## config.mk

```make
export PLATFORM = sky130hd
export DESIGN_NAME = instr_reg_store_flat
export DESIGN_NICKNAME = d
export VERILOG_FILES = /design/src/rtl/instr_reg_store_pkg.sv /design/src/rtl/instr_reg_store_if.sv /design/src/rtl/instr_reg_store_sat_counter.sv /design/src/rtl/instr_reg_store.sv /design/src/flat_wrapper.sv
export SDC_FILE = /design/constraint.sdc
export NUM_CORES = 2
export LEC_CHECK = 0
export BUFFER_PORTS_ARGS = -buffer_cell sky130_fd_sc_hd__buf_2
export CAP_MARGIN = 20
export CORE_UTILIZATION = 40
export CTS_CLUSTER_DIAMETER = 120
export DETAILED_ROUTE_END_ITERATION = 6
export SYNTH_ARGS = -nofsm -noshare
export SYNTH_HDL_FRONTEND = slang
export SYNTH_SLANG_ARGS = --single-unit
```

## constraint.sdc

```tcl
create_clock -name clk -period 5.48 [get_ports clk]
set_input_delay 1.096 -clock clk [delete_from_list [all_inputs] [get_ports clk]]
set_output_delay 1.096 -clock clk [all_outputs]
set_load 0.05 [all_outputs]
```

## src/rtl/instr_reg_store_pkg.sv

```systemverilog
// Purpose: shared types and constants for the instruction register store.
//   opcode_t  : 3-bit operation code (all 8 encodings named)
//   operand_t : signed operand
//   pointer_t : entry index
//   instr_t   : packed {opc, op_a, op_b} word held in each entry
package instr_reg_store_pkg;

  localparam int unsigned NUM_ENTRIES   = 32;
  localparam int unsigned PTR_W         = $clog2(NUM_ENTRIES);
  localparam int unsigned OPERAND_W     = 32;
  localparam int unsigned CNT_W_DEFAULT = 16;
  localparam int unsigned OPC_W         = 3;

  typedef enum logic [OPC_W-1:0] {
    ZERO  = 3'd0,
    PASSA = 3'd1,
    PASSB = 3'd2,
    ADD   = 3'd3,
    SUB   = 3'd4,
    MULT  = 3'd5,
    DIV   = 3'd6,
    MOD   = 3'd7
  } opcode_t;

  typedef logic signed [OPERAND_W-1:0] operand_t;
  typedef logic [PTR_W-1:0]            pointer_t;

  typedef struct packed {
    opcode_t  opc;
    operand_t op_a;
    operand_t op_b;
  } instr_t;

  localparam int unsigned INSTR_W = $bits(instr_t);

  // Assemble an instruction word from its fields.
  function automatic instr_t make_instr(input opcode_t opc, input operand_t op_a,
                                        input operand_t op_b);
    instr_t w;
    w.opc  = opc;
    w.op_a = op_a;
    w.op_b = op_b;
    return w;
  endfunction

endpackage

```

## src/rtl/instr_reg_store_if.sv

```systemverilog
// Purpose: bus between the stimulus driver and the instruction register store.
//   Write side : load_en, write_pointer, operand_a, operand_b, opcode
//   Read side  : read_pointer in; instruction_word, rd_valid, rd_miss, load_count out
//   master = driver/monitor, slave = storage block
interface instr_reg_store_if
  import instr_reg_store_pkg::*;
#(
  parameter int unsigned CNT_W = CNT_W_DEFAULT
) ();

  logic             load_en;
  pointer_t         write_pointer;
  pointer_t         read_pointer;
  operand_t         operand_a;
  operand_t         operand_b;
  opcode_t          opcode;
  instr_t           instruction_word;
  logic             rd_valid;
  logic             rd_miss;
  logic [CNT_W-1:0] load_count;

  modport master (
    output load_en, write_pointer, read_pointer, operand_a, operand_b, opcode,
    input  instruction_word, rd_valid, rd_miss, load_count
  );

  modport slave (
    input  load_en, write_pointer, read_pointer, operand_a, operand_b, opcode,
    output instruction_word, rd_valid, rd_miss, load_count
  );

endinterface

```

## src/rtl/instr_reg_store_sat_counter.sv

```systemverilog
// Purpose: enable-driven up counter that holds at all-ones instead of wrapping.
//   clk     : clock, rising edge
//   rst     : asynchronous active-high reset, clears count
//   i_en    : count one event this cycle
//   o_count : registered count value
module instr_reg_store_sat_counter #(
  parameter int unsigned CNT_W = 16
) (
  input  logic             clk,
  input  logic             rst,
  input  logic             i_en,
  output logic [CNT_W-1:0] o_count
);

  logic [CNT_W-1:0] r_count;
  logic             w_at_max;

  assign w_at_max = (r_count == {CNT_W{1'b1}});

  // Increment on enable unless already saturated.
  always_ff @(posedge clk or posedge rst) begin
    if (rst) begin
      r_count <= '0;
    end else if (i_en && !w_at_max) begin
      r_count <= r_count + CNT_W'(1);
    end
  end

  assign o_count = r_count;

endmodule

```

## src/rtl/instr_reg_store.sv

```systemverilog
// Purpose: instruction register file; writes {opcode, operand_a, operand_b} into
//   an addressed entry and returns the entry at read_pointer one cycle later.
//   clk   : clock, all state updates on rising edge
//   reset : asynchronous active-high reset (clears valid bits and outputs)
//   ifc   : slave side of instr_reg_store_if
//     in  load_en, write_pointer, read_pointer, operand_a, operand_b, opcode
//     out instruction_word (0 on miss), rd_valid, rd_miss, load_count (saturating)
module instr_reg_store
  import instr_reg_store_pkg::*;
#(
  parameter int unsigned CNT_W = CNT_W_DEFAULT
) (
  input  logic               clk,
  input  logic               reset,
  instr_reg_store_if.slave   ifc
);

  instr_t                 r_mem [NUM_ENTRIES];
  logic [NUM_ENTRIES-1:0] r_valid;
  instr_t                 r_instr;
  logic                   r_rd_valid;
  logic                   r_rd_miss;

  instr_t                 w_new;
  logic                   w_bypass;
  instr_t                 w_rd_instr;
  logic                   w_rd_valid;
  logic                   w_rd_miss;
  logic [CNT_W-1:0]       w_count;

  assign w_new    = make_instr(ifc.opcode, ifc.operand_a, ifc.operand_b);
  assign w_bypass = ifc.load_en && (ifc.write_pointer == ifc.read_pointer);

  // Entry data is not reset; stale contents are hidden by r_valid.
  // The reset term drops a write coinciding with an asserted reset.
  always_ff @(posedge clk) begin
    if (ifc.load_en && !reset) begin
      r_mem[ifc.write_pointer] <= w_new;
    end
  end

  // Loaded-since-reset flag per entry.
  always_ff @(posedge clk or posedge reset) begin
    if (reset) begin
      r_valid <= '0;
    end else if (ifc.load_en) begin
      r_valid[ifc.write_pointer] <= 1'b1;
    end
  end

  // Read select: a same-edge write to the read entry wins over stored contents.
  always_comb begin
    w_rd_instr = '0;
    w_rd_valid = 1'b0;
    w_rd_miss  = 1'b1;
    if (w_bypass) begin
      w_rd_instr = w_new;
      w_rd_valid = 1'b1;
      w_rd_miss  = 1'b0;
    end else if (r_valid[ifc.read_pointer]) begin
      w_rd_instr = r_mem[ifc.read_pointer];
      w_rd_valid = 1'b1;
      w_rd_miss  = 1'b0;
    end
  end

  // Registered read port, refreshed every cycle.
  always_ff @(posedge clk or posedge reset) begin
    if (reset) begin
      r_instr    <= '0;
      r_rd_valid <= 1'b0;
      r_rd_miss  <= 1'b0;
    end else begin
      r_instr    <= w_rd_instr;
      r_rd_valid <= w_rd_valid;
      r_rd_miss  <= w_rd_miss;
    end
  end

  instr_reg_store_sat_counter #(
    .CNT_W (CNT_W)
  ) u_load_cnt (
    .clk     (clk),
    .rst     (reset),
    .i_en    (ifc.load_en),
    .o_count (w_count)
  );

  assign ifc.instruction_word = r_instr;
  assign ifc.rd_valid         = r_rd_valid;
  assign ifc.rd_miss          = r_rd_miss;
  assign ifc.load_count       = w_count;

endmodule

```

## src/flat_wrapper.sv

```systemverilog
// flat-port wrapper written by rule: the top's interface ports become plain ports
module instr_reg_store_flat import instr_reg_store_pkg::*;
#(
  parameter int unsigned CNT_W = CNT_W_DEFAULT
)
  (clk, reset, ifc_load_en, ifc_write_pointer, ifc_read_pointer, ifc_operand_a, ifc_operand_b, ifc_opcode, ifc_instruction_word, ifc_rd_valid, ifc_rd_miss, ifc_load_count);
  instr_reg_store_if #(.CNT_W(CNT_W)) ifc_i ();
  input  logic clk;
  input  logic reset;
  input wire logic [$bits(ifc_i.load_en)-1:0] ifc_load_en;
  input wire logic [$bits(ifc_i.write_pointer)-1:0] ifc_write_pointer;
  input wire logic [$bits(ifc_i.read_pointer)-1:0] ifc_read_pointer;
  input wire logic [$bits(ifc_i.operand_a)-1:0] ifc_operand_a;
  input wire logic [$bits(ifc_i.operand_b)-1:0] ifc_operand_b;
  input wire logic [$bits(ifc_i.opcode)-1:0] ifc_opcode;
  output wire logic [$bits(ifc_i.instruction_word)-1:0] ifc_instruction_word;
  output wire logic [$bits(ifc_i.rd_valid)-1:0] ifc_rd_valid;
  output wire logic [$bits(ifc_i.rd_miss)-1:0] ifc_rd_miss;
  output wire logic [$bits(ifc_i.load_count)-1:0] ifc_load_count;
  assign ifc_i.load_en = ifc_load_en;
  assign ifc_i.write_pointer = ifc_write_pointer;
  assign ifc_i.read_pointer = ifc_read_pointer;
  assign ifc_i.operand_a = ifc_operand_a;
  assign ifc_i.operand_b = ifc_operand_b;
  assign ifc_i.opcode = ifc_opcode;
  assign ifc_instruction_word = ifc_i.instruction_word;
  assign ifc_rd_valid = ifc_i.rd_valid;
  assign ifc_rd_miss = ifc_i.rd_miss;
  assign ifc_load_count = ifc_i.load_count;
  instr_reg_store #(.CNT_W(CNT_W)) u_core (.clk(clk), .reset(reset), .ifc(ifc_i));
endmodule
```

==> flow_summary.yaml <==
run_status:
  outcome: "finished, final reports clean"
floorplanning:
  rows: 171
  die_x_um: 471.0
  die_y_um: 471.0
  floorplan.initialDensity: 0.4039
  die_area_um2: 221800
  ioPinCount: 165
  core_area_um2: 217800
logic_synthesis:
  yosysTopAreaCellShare: 0.7318
  async_flop_share: 0.05175
  synth_edf_count: 2144
  synth_top_area_cell: "edfxtp_1"
  yosysUniqueCellTypes: 53
  synth_ff_type: "edfxtp_1"
  netlist_area_um2: 87980
  syn_avg_cell_area_um2: 21.22
  ys_seq_area_frac: 0.7651
  syn-num-nets: 4227
  synth_warnings: 0
  synth_area_leaders: "edfxtp_1 73%, mux4_2 10%, mux2i_1 4.7%, dfrtp_1 3.3%, a221oi_1 0.91%"
  yosys_register_bits: 2261
  synthCells: 4146
global_route:
  grt_pass1_wl_um: 322400
  grt_max_degree: 124
  first_global_vias: 43380
  grt_usage: 0.2034
  antenna_found_initial: 25
  overflow: 0
detailed_routing:
  drc: 0
  drtIter0Drc: 4742
  drt_pass1_iterations: 5
  vias: 43060
  wl_um: 227000
  via_per_inst: 5.781
  wl_per_cell_um: 30.47
  detail-route-antenna-nets: 0
sta:
  fmax_mhz: 314.0
  maxSlewHeadroom: 0.2467
  hold_violations: 0
  fin_hold_ws_ns: 0.3683
  worstMarginPinSlew_ns: 1.130
  setup_violations: 0
  drv_slew: 0
  period_needed_ns: 3.184
  skew_ns: 0.04274
  finalCritPeriodShare: 0.5811
  setup_tns_ns: 0
  rsz0062_at_grt: "false"
worst_setup_path:
  critPathCaptureType: "flip-flop"
  crit_path_end: "u_core.ifc.instruction_word[22]$_DFF_PP0_"
  arrival_ns: 3.89
  r2r-start: "u_core.r_valid[11]$_DFFE_PP0P_"
  crit_type: "in2reg"
  r2r_slack_ns: 3.13
  crit_fanout: 85
  required_ns: 6.19
  r2r.worst_path.cells: 6
  startpoint: "ifc_read_pointer[2]"
  r2r-end: "u_core.ifc.instruction_word[30]$_DFF_PP0_"
  cp-start-kind: "primary input"
clock_tree:
  clock_sinks: 2261
  clk_pin_slew_ns: 0.06
  cts-hold-fix-buffers: 0
  cts_root_buffer: "clkbuf_16"
  cts_setup_buffers: 0
  htree_levels: 4
  clk_path_buf_depth: 3
  insertion_delay_ns: 0.88
  cts-buffers-inserted: 219
  cts_tree: "done"
  ctsResizeCount: 0
pwr:
  power_per_cell_area_nw_per_um2: 371.5
  ir_drop_uv: 341.9
  leakage_nw: 32.48
  power_mw: 37.07
placement:
  place_congestion: 0.7479
  numPlacedInstances: 7035
  dp_hpwl_um: 115400
  place_area_um2: 92460
  port_buffers: 164
min_path:
  min_path_type: "in2async"
final_layout:
  area_growth_syn_to_layout_pct: 13.41
  layoutNonFillerInstCount: 7449
  layout-drive-gt1-share: 0.2566
  fin_area_um2: 99770
  nets: 4483
run:
  max_cap_viol_count: 0
==> worst min path at each step <==
stage,depth (start not counted),end,slack [ns]
global route,2,u_core.r_valid[27]$_DFFE_PP0P_,0.38
global placement,1,u_core.r_valid[21]$_DFFE_PP0P_,0.45
detailed placement,1,u_core.r_valid[30]$_DFFE_PP0P_,0.46
CTS,2,u_core.r_valid[31]$_DFFE_PP0P_,0.33
floorplan,1,u_core.r_valid[25]$_DFFE_PP0P_,0.44
finish,2,u_core.r_valid[29]$_DFFE_PP0P_,0.37
==> registers in the layout (all words and copies together) (netlist names) <==
register / flops
u_core.r_mem: 2144
u_core.ifc.instruction_word: 67
u_core.r_valid: 32
u_core.u_load_cnt.o_count: 16
u_core.ifc.rd_miss: 1
u_core.ifc.rd_valid: 1
==> critical path, cell delays in order <==
cell      delay (ns)
buf_6           0.24
nor2_4          0.79
buf_4           0.80
a221oi_2        0.20
nor3_1          0.24
o31a_1          0.19
o31ai_2         0.06
==> routing by layer <==
| metal | share of wire | track usage | vias up |
|---|---|---|---|
| li1 | - | - | 17850 |
| met1 | 0.43 | 0.2894 | 23140 |
| met2 | 0.47 | 0.3180 | 1681 |
| met3 | 0.074 | 0.04041 | 370 |
| met4 | 0.025 | 0.05779 | 24 |
| met5 | 0.00061 | 0 | - |
==> per-stage QoR <==
stage               setup slack, ns  utilization
finish                        2.296       0.4581
global route                  2.262       0.4581
CTS                           2.446       0.4580
detailed placement            1.476       0.4245
global placement              1.545       0.4245
floorplan                    0.5351            -
==> cell usage in the layout, fill, tap and decap left out, drive strengths merged, types with 21 or more instances in the layout <==
cell    Yosys  routed
dfrtp     117     117
nand2      82      82
o31a       36      36
a31oi      21      21
mux4      400     400
clkinv      0      61
buf       135     291
o22ai      29      29
a221oi    127     127
or2        31      31
nor2       49      49
o22a       35      35
a21oi      64      64
nor3       38      38
nand2b     78      78
o31ai      67      67
clkbuf    121     311
bufinv      0      23
o21bai     32      32
mux2i     412     412
edfxtp   2144    2144
==> cells in the mapped netlist (all sizes together) (31+ instances only) <==
cell type  count
a21oi         64
a221oi       127
buf          135
clkbuf       121
dfrtp        117
edfxtp      2144
mux2i        412
mux4         400
nand2         82
nand2b        78
nor2          49
nor3          38
o21bai        32
o22a          35
o31a          36
o31ai         67
or2           31
==> kinds of logic (layout without fill, tap and decap cells) <==
family / count (synthesis) / count (layout) / share of synthesized area
other cells: 0 / 5 / 0
fa+ha+maj: 1 / 1 / 0.0001422
simple gates: 321 / 321 / 0.01866
buf+inv: 261 / 705 / 0.01876
compound gates: 467 / 467 / 0.04564
mux: 817 / 817 / 0.1499
xor+xnor: 18 / 18 / 0.001792
flops: 2261 / 2261 / 0.7651
==> layout make-up <==
cell class | instances | area (um^2)
clock buffers | 311 | 6097
clock inverters | 98 | 1204
repair buffers | 291 | 2247
diodes | 5 | 12.51
inverters | 5 | 30.03
fillers | 18120 | 118000
well taps | 2854 | 3571
multi-input cells | 1624 | 19300
flip-flops and latches | 2261 | 67310
==> report_power, final <==
group	total [mW]	switching [mW]	internal, mW
Sequential	19.4	0.185	19.2
Clock	15.3	6.45	8.84
Combinational	2.42	1.61	0.810
Total	37.1	8.24	28.8
No activity file was read; power rests on OpenSTA's default activity.
